`src/rtl/lsu_pkg.sv`:
```
// Shared types and helpers for the load/store unit controller.
package lsu_pkg;

  typedef enum logic [1:0] {
    ST_IDLE,
    ST_BUSY,
    ST_RESP
  } lsu_state_t;

  typedef enum logic [1:0] {
    RC_OK       = 2'd0,
    RC_MISALIGN = 2'd1,
    RC_ILLEGAL  = 2'd2,
    RC_TIMEOUT  = 2'd3
  } resp_code_t;

  localparam logic [2:0] F3_B  = 3'b000;
  localparam logic [2:0] F3_H  = 3'b001;
  localparam logic [2:0] F3_W  = 3'b010;
  localparam logic [2:0] F3_BU = 3'b100;
  localparam logic [2:0] F3_HU = 3'b101;

  // Illegal width codes take priority over alignment faults.
  function automatic resp_code_t classify(input logic we, input logic [2:0] f3,
                                          input logic [1:0] off);
    if (!(f3 inside {F3_B, F3_H, F3_W, F3_BU, F3_HU}) || (we && f3[2]))
      return RC_ILLEGAL;
    if ((f3 == F3_H || f3 == F3_HU) && off[0])
      return RC_MISALIGN;
    if (f3 == F3_W && off != 2'b00)
      return RC_MISALIGN;
    return RC_OK;
  endfunction

  function automatic logic [3:0] byte_sel(input logic [2:0] f3, input logic [1:0] off);
    case (f3)
      F3_B, F3_BU: return 4'b0001 << off;
      F3_H, F3_HU: return 4'b0011 << {off[1], 1'b0};
      default:     return 4'b1111;
    endcase
  endfunction

  function automatic logic [31:0] store_data(input logic [2:0] f3, input logic [31:0] wdata);
    case (f3)
      F3_B:    return {4{wdata[7:0]}};
      F3_H:    return {2{wdata[15:0]}};
      default: return wdata;
    endcase
  endfunction

endpackage

```
`src/rtl/lsu_ctrl_if.sv`:
```
// Word-addressed data memory bus between the LSU and memory.
interface memory_bus;
  logic [31:2] addr;
  logic [31:0] dataD;
  logic [31:0] dataQ;
  logic        read;
  logic        write;
  logic        ready;
  logic [3:0]  byteSel;

  modport master (output addr, dataD, read, write, byteSel,
                  input  dataQ, ready);
  modport slave  (input  addr, dataD, read, write, byteSel,
                  output dataQ, ready);
endinterface

```
`src/rtl/lsu_ctrl_load_ext.sv`:
```
// Combinational lane select and sign/zero extension of load data.
module lsu_load_ext
  import lsu_pkg::*;
(
  input  logic [2:0]  funct3,
  input  logic [1:0]  off,
  input  logic [31:0] dataq,
  output logic [31:0] rdata
);

  logic [7:0]  bsel;
  logic [15:0] hsel;

  always_comb begin
    bsel  = dataq[7:0];
    hsel  = dataq[15:0];
    rdata = dataq;
    case (off)
      2'd1:    bsel = dataq[15:8];
      2'd2:    bsel = dataq[23:16];
      2'd3:    bsel = dataq[31:24];
      default: bsel = dataq[7:0];
    endcase
    if (off[1]) hsel = dataq[31:16];
    case (funct3)
      F3_B:    rdata = {{24{bsel[7]}}, bsel};
      F3_BU:   rdata = {24'h0, bsel};
      F3_H:    rdata = {{16{hsel[15]}}, hsel};
      F3_HU:   rdata = {16'h0, hsel};
      default: rdata = dataq;
    endcase
  end

endmodule

```
`src/rtl/lsu_ctrl.sv`:
```
// Load/store unit controller: one request at a time, IDLE -> BUSY -> RESP,
// with bus timeout and alignment/width error reporting.
module lsu_ctrl
  import lsu_pkg::*;
#(
  parameter int unsigned TIMEOUT = 256,
  parameter int unsigned TAG_W   = 5
) (
  input  logic             clk,
  input  logic             rst,
  input  logic             req_valid,
  output logic             req_ready,
  input  logic             req_we,
  input  logic [2:0]       req_funct3,
  input  logic [31:0]      req_addr,
  input  logic [31:0]      req_wdata,
  input  logic [TAG_W-1:0] req_tag,
  output logic             resp_valid,
  output logic [31:0]      resp_rdata,
  output logic [TAG_W-1:0] resp_tag,
  output logic [1:0]       resp_code,
  memory_bus.master        dbus
);

  localparam int unsigned CW = $clog2(TIMEOUT + 1);

  lsu_state_t       state;
  logic [CW-1:0]    cnt;
  logic [2:0]       f3_q;
  logic [1:0]       off_q;
  logic             we_q;
  logic [TAG_W-1:0] tag_q;
  resp_code_t       acc_code;
  logic [31:0]      ext_rdata;

  assign req_ready = (state == ST_IDLE);

  always_comb begin
    acc_code = classify(req_we, req_funct3, req_addr[1:0]);
  end

  lsu_load_ext u_load_ext (
    .funct3 (f3_q),
    .off    (off_q),
    .dataq  (dbus.dataQ),
    .rdata  (ext_rdata)
  );

  always_ff @(posedge clk or posedge rst) begin
    if (rst) begin
      state        <= ST_IDLE;
      cnt          <= '0;
      f3_q         <= '0;
      off_q        <= '0;
      we_q         <= 1'b0;
      tag_q        <= '0;
      dbus.addr    <= '0;
      dbus.dataD   <= '0;
      dbus.byteSel <= '0;
      dbus.read    <= 1'b0;
      dbus.write   <= 1'b0;
      resp_valid   <= 1'b0;
      resp_rdata   <= '0;
      resp_tag     <= '0;
      resp_code    <= '0;
    end else begin
      case (state)
        ST_IDLE: begin
          if (req_valid) begin
            if (acc_code != RC_OK) begin
              state      <= ST_RESP;
              resp_valid <= 1'b1;
              resp_code  <= acc_code;
              resp_rdata <= '0;
              resp_tag   <= req_tag;
            end else begin
              state        <= ST_BUSY;
              cnt          <= '0;
              f3_q         <= req_funct3;
              off_q        <= req_addr[1:0];
              we_q         <= req_we;
              tag_q        <= req_tag;
              dbus.addr    <= req_addr[31:2];
              dbus.byteSel <= byte_sel(req_funct3, req_addr[1:0]);
              dbus.dataD   <= store_data(req_funct3, req_wdata);
              dbus.read    <= ~req_we;
              dbus.write   <= req_we;
            end
          end
        end
        ST_BUSY: begin
          // ready on the expiry edge still counts as a successful transfer
          if (dbus.ready) begin
            state      <= ST_RESP;
            dbus.read  <= 1'b0;
            dbus.write <= 1'b0;
            resp_valid <= 1'b1;
            resp_code  <= RC_OK;
            resp_rdata <= we_q ? '0 : ext_rdata;
            resp_tag   <= tag_q;
          end else if (cnt == CW'(TIMEOUT - 1)) begin
            state      <= ST_RESP;
            dbus.read  <= 1'b0;
            dbus.write <= 1'b0;
            resp_valid <= 1'b1;
            resp_code  <= RC_TIMEOUT;
            resp_rdata <= '0;
            resp_tag   <= tag_q;
          end else begin
            cnt <= cnt + CW'(1);
          end
        end
        ST_RESP: begin
          state      <= ST_IDLE;
          resp_valid <= 1'b0;
        end
        default: state <= ST_IDLE;
      endcase
    end
  end

endmodule

```
`src/flat_wrapper.sv`:
```
// flat-port wrapper written by rule: the top's interface ports become plain ports
module lsu_ctrl_flat import lsu_pkg::*;
#(
  parameter int unsigned TIMEOUT = 256,
  parameter int unsigned TAG_W   = 5
)
  (clk, rst, req_valid, req_ready, req_we, req_funct3, req_addr, req_wdata, req_tag, resp_valid, resp_rdata, resp_tag, resp_code, dbus_addr, dbus_dataD, dbus_read, dbus_write, dbus_byteSel, dbus_dataQ, dbus_ready);
  memory_bus dbus_i ();
  input  logic clk;
  input  logic rst;
  input  logic req_valid;
  output logic req_ready;
  input  logic req_we;
  input  logic [2:0] req_funct3;
  input  logic [31:0] req_addr;
  input  logic [31:0] req_wdata;
  input  logic [TAG_W-1:0] req_tag;
  output logic resp_valid;
  output logic [31:0] resp_rdata;
  output logic [TAG_W-1:0] resp_tag;
  output logic [1:0] resp_code;
  output wire logic [$bits(dbus_i.addr)-1:0] dbus_addr;
  output wire logic [$bits(dbus_i.dataD)-1:0] dbus_dataD;
  output wire logic [$bits(dbus_i.read)-1:0] dbus_read;
  output wire logic [$bits(dbus_i.write)-1:0] dbus_write;
  output wire logic [$bits(dbus_i.byteSel)-1:0] dbus_byteSel;
  input wire logic [$bits(dbus_i.dataQ)-1:0] dbus_dataQ;
  input wire logic [$bits(dbus_i.ready)-1:0] dbus_ready;
  assign dbus_addr = dbus_i.addr;
  assign dbus_dataD = dbus_i.dataD;
  assign dbus_read = dbus_i.read;
  assign dbus_write = dbus_i.write;
  assign dbus_byteSel = dbus_i.byteSel;
  assign dbus_i.dataQ = dbus_dataQ;
  assign dbus_i.ready = dbus_ready;
  lsu_ctrl #(.TIMEOUT(TIMEOUT), .TAG_W(TAG_W)) u_core (.clk(clk), .rst(rst), .req_valid(req_valid), .req_ready(req_ready), .req_we(req_we), .req_funct3(req_funct3), .req_addr(req_addr), .req_wdata(req_wdata), .req_tag(req_tag), .resp_valid(resp_valid), .resp_rdata(resp_rdata), .resp_tag(resp_tag), .resp_code(resp_code), .dbus(dbus_i));
endmodule
```
`config.mk`:
```
export PLATFORM = sky130hd
export DESIGN_NAME = lsu_ctrl_flat
export DESIGN_NICKNAME = d
export VERILOG_FILES = /design/src/rtl/lsu_pkg.sv /design/src/rtl/lsu_ctrl_if.sv /design/src/rtl/lsu_ctrl_load_ext.sv /design/src/rtl/lsu_ctrl.sv /design/src/flat_wrapper.sv
export SDC_FILE = /design/constraint.sdc
export NUM_CORES = 1
export LEC_CHECK = 0
export BUFFER_PORTS_ARGS = -buffer_cell sky130_fd_sc_hd__buf_2
export CELL_PAD_IN_SITES_DETAIL_PLACEMENT = 0
export CELL_PAD_IN_SITES_GLOBAL_PLACEMENT = 1
export CORE_MARGIN = 3
export CORE_UTILIZATION = 40
export DETAILED_ROUTE_END_ITERATION = 16
export PLACE_DENSITY_LB_ADDON = 0.1
export SYNTH_ARGS = -nofsm -noshare
export SYNTH_HDL_FRONTEND = slang
export SYNTH_SLANG_ARGS = --single-unit
```
`constraint.sdc`:
```
create_clock -name clk -period 11.5 [get_ports clk]
set_clock_uncertainty 0.1 [all_clocks]
set_input_delay 0.575 -clock clk [delete_from_list [all_inputs] [get_ports clk]]
set_output_delay 0.575 -clock clk [all_outputs]
set_load 0.05 [all_outputs]
```
==> impl_metrics.yaml, run 1 <==
die:
  die-area_sq_um: 16800
  ioPinCount: 218
  dieHeight_um: 130
  row_count: 44
  start_util_pct: 41.5
  die_w_um: 130
  core_sq_um: 14800
setup_path:
  path_max_fanout: 25
  reg2regPathDepth: 3
  crit_arrival_ns: 3.01
  path_class: "reg -> reg"
  critPathRequiredTime_ns: 11.74
  cp-start-kind: "flip-flop"
  cp-end-kind: "flip-flop"
grt:
  first_global_vias: 5112
  grt_usage_pct: 19.8
  grt_pass1_wl_mm: 26.4
  grt_max_degree: 101
  antenna_found_initial: 1
  overflow: 0
clocking:
  post-cts-setup-buffers: 0
  cts_hold_buf: 0
  htree_levels: 4
  cts-resized-gates: 0
  cts.sinks: 130
  root_buffer: "clkbuf_16"
  clock_latency_ns: 0.41
  clk_pin_slew_ns: 0.05
  cts_tree: "yes"
  cts_buffers: 17
  cts_buffer_depth: 2
synth:
  syn-cell-area_sq_um: 6120
  syn_area_per_cell_sq_um: 9.63
  async_reset_ff_share_pct: 100
  ys_seq_area_share_pct: 53.1
  ys.flop_type: "dfrtp_1"
  netlist_instances: 636
  synth_cell_type_count: 53
  synth_warnings: 0
  synth-seq-cells: 130
  synth_edf_count: 0
  postSynthNetCount: 747
finish:
  drive_gt1_share_pct: 32.0
  instances_no_fill: 1024
  area_growth_syn_to_layout_pct: 27.2
  final_cell_area_sq_um: 7790
  regArea_sq_um: 3250
  multi_input_area_sq_um: 2570
  fillers: 1403
  n_antenna_cell: 0
  utilization_pct: 52.8
  num-nets-final: 940
place:
  place_area_sq_um: 7210
  dp_worst_setup_slack_ns: 8.71
  dp_cells: 994
  globalplace.congestion: 0.807
  io_buffers: 217
  post-dp-hpwl_mm: 11.7
drt:
  detail_route.iter0.violations: 235
  drc: 0
  drt_wl_total_mm: 16.6
  wl_per_cell_um: 16.2
  viasPerCell: 5.11
  dr.pass1.iters: 4
  via_count: 5236
  ant_nets: 0
timing:
  setup_viol: 0
  hold_viol: 0
  slew_viol_final: 0
  setup_ws_ns: 8.74
  tightest_slew_ns: 1.28
  tns_ns: 0
  finalCriticalPeriod_ns: 2.76
  clock.fmax_ghz: 0.362
  whs_ns: 0.0875
  final.period_utilization_pct: 24.0
  rsz0062_at_grt: "false"
  slew_headroom_pct: 14.6
job:
  drv_cap: 0
pwr:
  p_total_mw: 2.07
  leakage_nw: 4.07
  p_per_area_nw_per_um2: 266
  ir_drop_mv: 0.144
run_status:
  status: "completed"
hold_path:
  hold_path.class: "in -> async"
## per-layer routing
metal	vias to the layer above	track usage [%]	part of all wire, %
li1	2567	-	-
met4	2	6.72	1.7
met2	176	31.2	45
met3	22	7.04	8.2
met1	2469	25.5	45
met5	-	0	0.078
## placed cells by master (no fill, tap or decap), types with 2 or more instances in the layout
master | synthesis | final
a22o_1 | 6 | 6
ha_1 | 2 | 2
dfrtp_1 | 130 | 130
nor3_1 | 5 | 5
o21ai_0 | 39 | 39
o21ai_1 | 31 | 31
xnor2_1 | 3 | 3
and2_1 | 2 | 2
o21a_1 | 7 | 7
mux2_2 | 7 | 7
buf_2 | 15 | 217
a21oi_1 | 15 | 14
inv_1 | 12 | 11
a221oi_1 | 2 | 2
clkbuf_16 | 0 | 17
a221o_1 | 17 | 17
o22ai_1 | 7 | 7
nand2b_1 | 12 | 12
clkinv_2 | 0 | 3
nand3_1 | 7 | 7
bufinv_16 | 0 | 3
buf_4 | 9 | 2
nor2_1 | 17 | 16
clkbuf_1 | 12 | 2
o311a_1 | 4 | 4
nand2_1 | 203 | 203
a31oi_1 | 4 | 4
mux2i_1 | 32 | 32
clkinvlp_4 | 0 | 3
xor2_1 | 2 | 2
## cells in the mapped netlist (2+ instances only)
cell      instances  share of area (%)
a221oi_1          2               0.29
buf_2            15                1.2
xnor2_1           3               0.43
inv_1            12               0.74
ha_1              2               0.41
dfrtp_1         130                 53
buf_1             2               0.12
o22ai_1           7               0.72
nor3_1            5               0.41
mux2_2            7                1.3
a221o_1          17                2.8
and2_1            2               0.20
a22o_1            6               0.86
nor2_1           17                1.0
buf_6             7                1.3
mux2i_1          32                5.2
clkbuf_1         12               0.74
a21oi_1          15                1.2
nand2b_1         12                1.2
nand3_1           7               0.57
buf_4             9                1.1
a31oi_1           4               0.41
nand2_1         203                 12
o21a_1            7               0.86
o21ai_1          31                2.5
o311a_1           4               0.65
xor2_1            2               0.29
o21ai_0          39                3.2
## layout make-up
class	instances	share of cell area, %
inverter	12	0.643
clock buffer	20	5.73
multi-input combinational	449	33.0
tap	184	2.96
sequential	130	41.8
clock inverter	10	1.75
timing repair buffer	219	14.1
## cell families after synthesis
family / count (synthesis) / share of synthesized area (%)
and+or+nand+nor: 261 / 18.3
AOI/OAI and AO/OA: 141 / 15.5
DFF: 130 / 53.1
buffers and inverters: 57 / 5.21
muxes: 40 / 6.76
xor gates and xnor gates: 5 / 0.715
adders and majority gates: 2 / 0.409
## critical path: stages (launching register included)
cell and delay [ns]:
dfrtp_1 0.86, inv_1 0.38, nor2_1 1.05, a221o_1 0.29
## flip-flops by register name (all words and copies together) (netlist names)
| signal | flops |
|---|---|
| u_core.cnt | 9 |
| u_core.dbus.addr | 30 |
| u_core.dbus.byteSel | 4 |
| u_core.dbus.dataD | 32 |
| u_core.dbus.read | 1 |
| u_core.dbus.write | 1 |
| u_core.f3_q | 3 |
| u_core.off_q | 2 |
| u_core.resp_code | 2 |
| u_core.resp_rdata | 32 |
| u_core.resp_tag | 5 |
| u_core.resp_valid | 1 |
| u_core.state | 2 |
| u_core.tag_q | 5 |
| u_core.we_q | 1 |
## where the power goes
part           total (mW)  switching, mW  leakage [nW]  internal [mW]
sequential          0.690         0.0993          1.67          0.591
combinational       0.845          0.639          2.13          0.206
clock               0.537          0.194         0.278          0.343
total                2.07          0.932          4.07           1.14
## final timing paths
path	from	to	slack, ns
worst min-delay path	rst	u_core.dbus.dataD[29]$_DFFE_PP0P_	0.09
worst max-delay path	u_core.f3_q[1]$_DFFE_PP0P_	u_core.resp_rdata[20]$_DFFE_PP0P_	8.74
max in group asynchronous	rst	u_core.state[1]$_DFFE_PP0P_	9.79
worst min register to register	u_core.dbus.addr[22]$_DFFE_PP0P_	u_core.dbus.addr[22]$_DFFE_PP0P_	0.37
worst max register to register	u_core.f3_q[1]$_DFFE_PP0P_	u_core.resp_rdata[20]$_DFFE_PP0P_	8.74
min in group clk	req_addr[28]	u_core.dbus.addr[28]$_DFFE_PP0P_	0.25
Power figures use the tool's default switching activity.
==> run 2: changes to the inputs <==
- ABC_AREA: not set -> 1
- CORE_UTILIZATION: 40 -> 36
- clock period: 11.5 -> 2.6 ns (I/O delays scaled with it)
==> run 2 against run 1 <==
Net effect:
- register-to-register slack lost 8.4 ns
- cell count grew 31%
- worst setup slack lost 8.4 ns
- via count grew 19%
- die area grew 12%
- flip-flop and latch count is the same
- critical path depth grew 9
- routed wire length grew 17%
- global-route usage grew 1.4 points
- count of clock-buffer cells in the layout is the same
- critical path type unchanged
- largest cell class unchanged
==> impl_metrics.yaml, run 2 <==
run_status:
  status: "completed"
clocking:
  post-cts-setup-buffers: 0
  cts_buffer_depth: 2
  cts.sinks: 130
  root_buffer: "clkbuf_16"
  cts_buffers: 17
  cts_tree: "yes"
  htree_levels: 4
  clock_latency_ns: 0.41
  clk_pin_slew_ns: 0.06
die:
  die_w_um: 137
  die-area_sq_um: 18900
  dieHeight_um: 137
  ioPinCount: 218
  start_util_pct: 37.1
  core_sq_um: 16800
  row_count: 47
synth:
  synth_common_cells: "329 x nand2_1, 130 x dfrtp_1, 87 x o21ai_0"
  synth_compound_area_share_pct: 11.6
  synth_warnings: 0
  syn-cell-area_sq_um: 6210
  ys.flop_type: "dfrtp_1"
  synth-seq-cells: 130
  netlist_instances: 799
  synth_cell_type_count: 28
  syn_area_per_cell_sq_um: 7.77
  synthMuxAreaShare_pct: 0
  synth_top_family_by_area: "simple AND/OR/NAND/NOR gates"
  yosys.area.top_type_share_pct: 52.4
  synth_xor_area_share_pct: 0.564
  async_reset_ff_share_pct: 100
  synth-simple-area-share_pct: 28.1
  postSynthNetCount: 910
  synthTopCellsByArea: "dfrtp_1 52%, nand2_1 20%, o21ai_0 7.0%, nor2_1 3.6%, inv_1 3.0%"
  ys_seq_area_share_pct: 52.4
  synthAdderAreaFrac_pct: 0.403
  synth_edf_count: 0
  yosysMostFrequentCell: "nand2_1"
  synth_area_leader_cell: "dfrtp_1"
grt:
  first_global_vias: 6160
  grt_max_degree: 115
  antenna_found_initial: 0
  grt_usage_pct: 21.2
  overflow: 0
  grt_pass1_wl_mm: 31.5
pwr:
  pwr-share-seq_pct: 28.6
  p_per_area_nw_per_um2: 1320
  combPwrFrac_pct: 51.2
  leakage_nw: 4.95
  switching_power_mw: 6.08
  clkPwrFrac_pct: 20.2
  intPower_mw: 5.80
  ir_drop_mv: 0.660
  p_sw_share_pct: 51.2
setup_path:
  crit_arrival_ns: 2.46
  path_max_fanout: 37
  cp-start-kind: "flip-flop"
  path_class: "reg -> reg"
  cp-end-kind: "flip-flop"
  critPathRequiredTime_ns: 2.79
timing:
  finalCriticalPeriod_ns: 2.27
  whs_ns: 0.00771
  rsz0062_at_grt: "false"
  hold_viol: 0
  tightest_slew_ns: 0.493
  slew_viol_final: 0
  setup_viol: 0
  clock.fmax_ghz: 0.441
  final.period_utilization_pct: 87.2
  tns_ns: 0
  slew_headroom_pct: 67.0
drt:
  dr.pass1.iters: 5
  wl_per_cell_um: 14.5
  drc: 0
  viasPerCell: 4.66
  via_count: 6241
  detail_route.iter0.violations: 272
  drt_wl_total_mm: 19.5
  ant_nets: 0
finish:
  area_growth_syn_to_layout_pct: 45.4
  drive_gt1_share_pct: 25.0
  layout_common_cells: "329 x nand2_1, 217 x buf_2, 130 x dfrtp_1"
  n_antenna_cell: 0
  instances_no_fill: 1339
  num-nets-final: 1217
  final_common_cell: "nand2_1"
  biggestRegsByFlops: "u_core.dbus.dataD x32, u_core.resp_rdata x32, u_core.dbus.addr x30"
job:
  drv_cap: 0
place:
  globalplace.congestion: 0.786
  io_buffers: 217
  dp_cells: 1214
  post-dp-hpwl_mm: 13.2
hold_path:
  hold_path.class: "in -> reg"
[run 2: path summary, 6_finish.rpt]
path,from,end,slack (ns),depth (start not counted)
setup / recovery,u_core.cnt[0]$_DFFE_PP0P_,u_core.resp_rdata[19]$_DFFE_PP0P_,0.33,12
hold / removal,dbus_dataQ[18],u_core.resp_rdata[18]$_DFFE_PP0P_,0.008,5
setup reg to reg,u_core.cnt[0]$_DFFE_PP0P_,u_core.resp_rdata[19]$_DFFE_PP0P_,0.33,12
hold reg to reg,u_core.resp_rdata[5]$_DFFE_PP0P_,u_core.resp_rdata[5]$_DFFE_PP0P_,0.37,2
max in group asynchronous,rst,u_core.resp_rdata[8]$_DFFE_PP0P_,1.52,4
min in group asynchronous,rst,u_core.dbus.dataD[5]$_DFFE_PP0P_,0.20,3
[run 2: through the flow]
step	power, mW	setup slack (ns)	util [%]	instance area (sq um)
floorplan	7.90	0.663	-	6210
global placement	9.40	0.412	44.8	7510
detailed placement	9.40	0.348	44.8	7510
CTS	12.0	0.332	53.9	9030
global route	12.6	0.108	53.9	9030
finish	11.9	0.332	53.9	9030
[run 2: kinds of logic (layout without fill, tap and decap cells)]
kind of cell / after synthesis / in the layout
AO/OA/AOI/OAI: 139 / 139
adder cells (fa/ha/maj): 2 / 2
flip-flops: 130 / 130
XOR/XNOR: 4 / 4
buffers and inverters: 91 / 411
AND/OR/NAND/NOR: 433 / 433
[run 2: layout make-up]
class                   count  area [sq um]
clock inverters            12           133
repair buffers            325          2180
clock buffers              20           457
well taps                 220           275
flip-flops and latches    130          3250
inverters                  54           206
fillers                  1618          7730
multi-input cells         578          2530
[run 2: what timing repair did]
item                                    CTS  global route
resized for setup                         0             0
hold buffers                             93             0
endpoints found under the setup margin    0             0
endpoints found under the hold margin   117             0
[run 2: critical path, cell delays in order, from the launching register on]
cell     delay (ns)
dfrtp_1        0.41
ha_1           0.20
nand2_1        0.09
nor3_1         0.23
ha_1           0.18
nor2_1         0.05
nand2_1        0.10
o21ai_0        0.12
nor2_1         0.16
nand2_2        0.16
buf_12         0.21
nand2_1        0.08
nand2_1        0.06
[run 2: layer usage]
layer	global-route usage [%]	vias up	part of all wire, %
li1	-	3158	-
met1	28.0	2883	45
met2	34.6	185	48
met3	5.88	15	6.6
met4	5.60	0	1.1
met5	0	-	0
[run 2: power by group through the flow]
stage               logic, mW  registers [mW]  clock network [mW]
floorplan                1.93            5.97                   0
global placement         5.96            3.43                   0
detailed placement       6.00            3.40                   0
CTS                      6.13            3.40                2.46
global route             6.59            3.52                2.54
finish                   6.09            3.40                2.40
==> run 3: changes to the inputs <==
- clock period: 2.6 -> 2.45 ns (I/O delays scaled with it)
==> run 3 against run 2 <==
Net effect:
- cell count is 0.75% higher
- critical path depth unchanged
- die area unchanged
- utilization is 0.78 points higher
- worst setup slack lost 0.11 ns
- first-iteration DRC count down 5.9%
- total power rose by 8.3%
- register-to-register slack worse by 0.11 ns
- sequential power increased by 7.1%
- count of clock-buffer cells in the layout fell by 2
- combinational power up 6.4%
- sequential share of layout area down 0.52 points
==> impl_metrics.yaml, run 3 (synthesis results as in run 2) <==
grt:
  grt_pass1_wl_mm: 30.7
  antenna_found_initial: 0
  overflow: 0
  first_global_vias: 5993
  grt_use_met1_pct: 27.7
  grt_usage_pct: 20.7
  gr-max-usage-layer: "met2"
  met2_usage_pct: 33.3
  grt_max_degree: 94
  use_met3_pct: 4.86
job:
  drv_cap: 0
clocking:
  cts.sinks: 130
  cts_buffers: 17
  clk_pin_slew_ns: 0.06
  cts_buffer_depth: 2
  root_buffer: "clkbuf_16"
  cts_tree: "yes"
  clock_latency_ns: 0.41
  htree_levels: 4
drt:
  dr.pass1.iters: 4
  wl_per_cell_um: 14.3
  via_count: 6174
  drt_wl_total_mm: 19.3
  viasPerCell: 4.58
  drc: 0
  ant_nets: 0
  detail_route.iter0.violations: 256
die:
  die_w_um: 137
  core_sq_um: 16800
  row_count: 47
  dieHeight_um: 137
  die-area_sq_um: 18900
  start_util_pct: 37.1
  ioPinCount: 218
finish:
  layout_common_cells: "329 x nand2_1, 217 x buf_2, 130 x dfrtp_1"
  instances_no_fill: 1349
  area_growth_syn_to_layout_pct: 47.5
  final_common_cell: "nand2_1"
  n_antenna_cell: 0
  final_cell_area_sq_um: 9160
  num-nets-final: 1227
  drive_gt1_share_pct: 25.3
  biggestRegsByFlops: "u_core.dbus.dataD x32, u_core.resp_rdata x32, u_core.dbus.addr x30"
place:
  io_buffers: 217
  globalplace.congestion: 0.771
  post-dp-hpwl_mm: 13.1
  dp_cells: 1212
  place_area_sq_um: 7480
hold_path:
  holdPathStages: 3
  min_to: "u_core.f3_q[0]$_DFFE_PP0P_"
  hold_path.class: "in -> reg"
  worstHoldStart: "req_funct3[0]"
timing:
  hold_viol: 0
  clock.fmax_ghz: 0.448
  slew_headroom_pct: 61.8
  final.period_utilization_pct: 91.1
  setup_viol: 0
  tightest_slew_ns: 0.573
  finalCriticalPeriod_ns: 2.23
  slew_viol_final: 0
pwr:
  ir_drop_mv: 0.973
  leakage_nw: 5.01
  p_per_area_nw_per_um2: 1400
setup_path:
  path_class: "reg -> reg"
  reg2regPathDepth: 12
  cp-end-kind: "flip-flop"
  reg2reg_to: "u_core.resp_rdata[17]$_DFFE_PP0P_"
  reg2reg_from: "u_core.cnt[0]$_DFFE_PP0P_"
  crit_arrival_ns: 2.43
  ff2ff_setup_slack_ns: 0.22
  cp-start-kind: "flip-flop"
  path_max_fanout: 32
  critPathRequiredTime_ns: 2.64
run_status:
  status: "completed"
[run 3: layer usage]
layer  routed length [um]  vias up
met1                 8770     2817
met2                 9170      176
li1                     -     3161
met4                  223        0
met3                 1100       20
met5                    0        -
[run 3: metrics by stage]
stage | power (mW) | hold slack, ns | setup TNS [ns] | util, % | setup slack (ns)
after floorplan | 8.38 | 0.132 | 0 | - | 0.513
after global placement | 9.97 | 0.217 | 0 | 44.6 | 0.226
after detailed placement | 9.97 | 0.221 | 0 | 44.6 | 0.195
after CTS | 12.9 | 0.00185 | 0 | 54.3 | 0.176
after global routing | 13.7 | 0.0348 | -0.229 | 54.7 | -0.0360
final | 12.9 | 0.0166 | 0 | 54.7 | 0.218
[run 3: report_power, final]
part / internal (mW) / switching, mW
Sequential: 3.06 / 0.583
Clock: 1.74 / 1.01
Combinational: 1.59 / 4.89
Total: 6.39 / 6.48
[run 3: worst max-delay path, cell delays in order, from the launching register on]
cell     delay [ns]
dfrtp_1        0.39
ha_1           0.20
nand2_1        0.09
nor3_1         0.19
ha_1           0.17
nor2_1         0.05
nand2_1        0.09
o21ai_0        0.12
nor2_1         0.26
nand2_4        0.13
buf_12         0.19
nand2_1        0.07
nand2_1        0.05
[run 3: worst max path at each step]
stage | slack [ns] | end | cells after the start | start
6_report | 0.22 | u_core.resp_rdata[17]$_DFFE_PP0P_ | 12 | u_core.cnt[0]$_DFFE_PP0P_
5_1_grt | -0.04 | u_core.resp_rdata[27]$_DFFE_PP0P_ | 13 | u_core.cnt[3]$_DFFE_PP0P_
4_1_cts | 0.18 | u_core.resp_rdata[2]$_DFFE_PP0P_ | 12 | u_core.cnt[0]$_DFFE_PP0P_
3_5_place_dp | 0.19 | u_core.resp_rdata[2]$_DFFE_PP0P_ | 12 | u_core.cnt[0]$_DFFE_PP0P_
3_3_place_gp | 0.23 | u_core.resp_rdata[3]$_DFFE_PP0P_ | 12 | u_core.cnt[0]$_DFFE_PP0P_
2_1_floorplan | 0.51 | u_core.resp_rdata[6]$_DFFE_PP0P_ | 12 | u_core.cnt[0]$_DFFE_PP0P_
[run 3: final cells by class]
class	count	area (sq um)
clock buffer	18	439
multi-input combinational	578	2530
fill	1596	7600
timing repair buffer	335	2250
clock inverter	14	201
sequential	130	3250
tap	220	275
inverter	54	206
[run 3: timing repair]
action                     in CTS  in global routing
resized for setup               0                  1
hold buffers                   98                  0
buffers inserted                0                  7
setup endpoints to repair       0                 37
hold endpoints to repair      237                  0
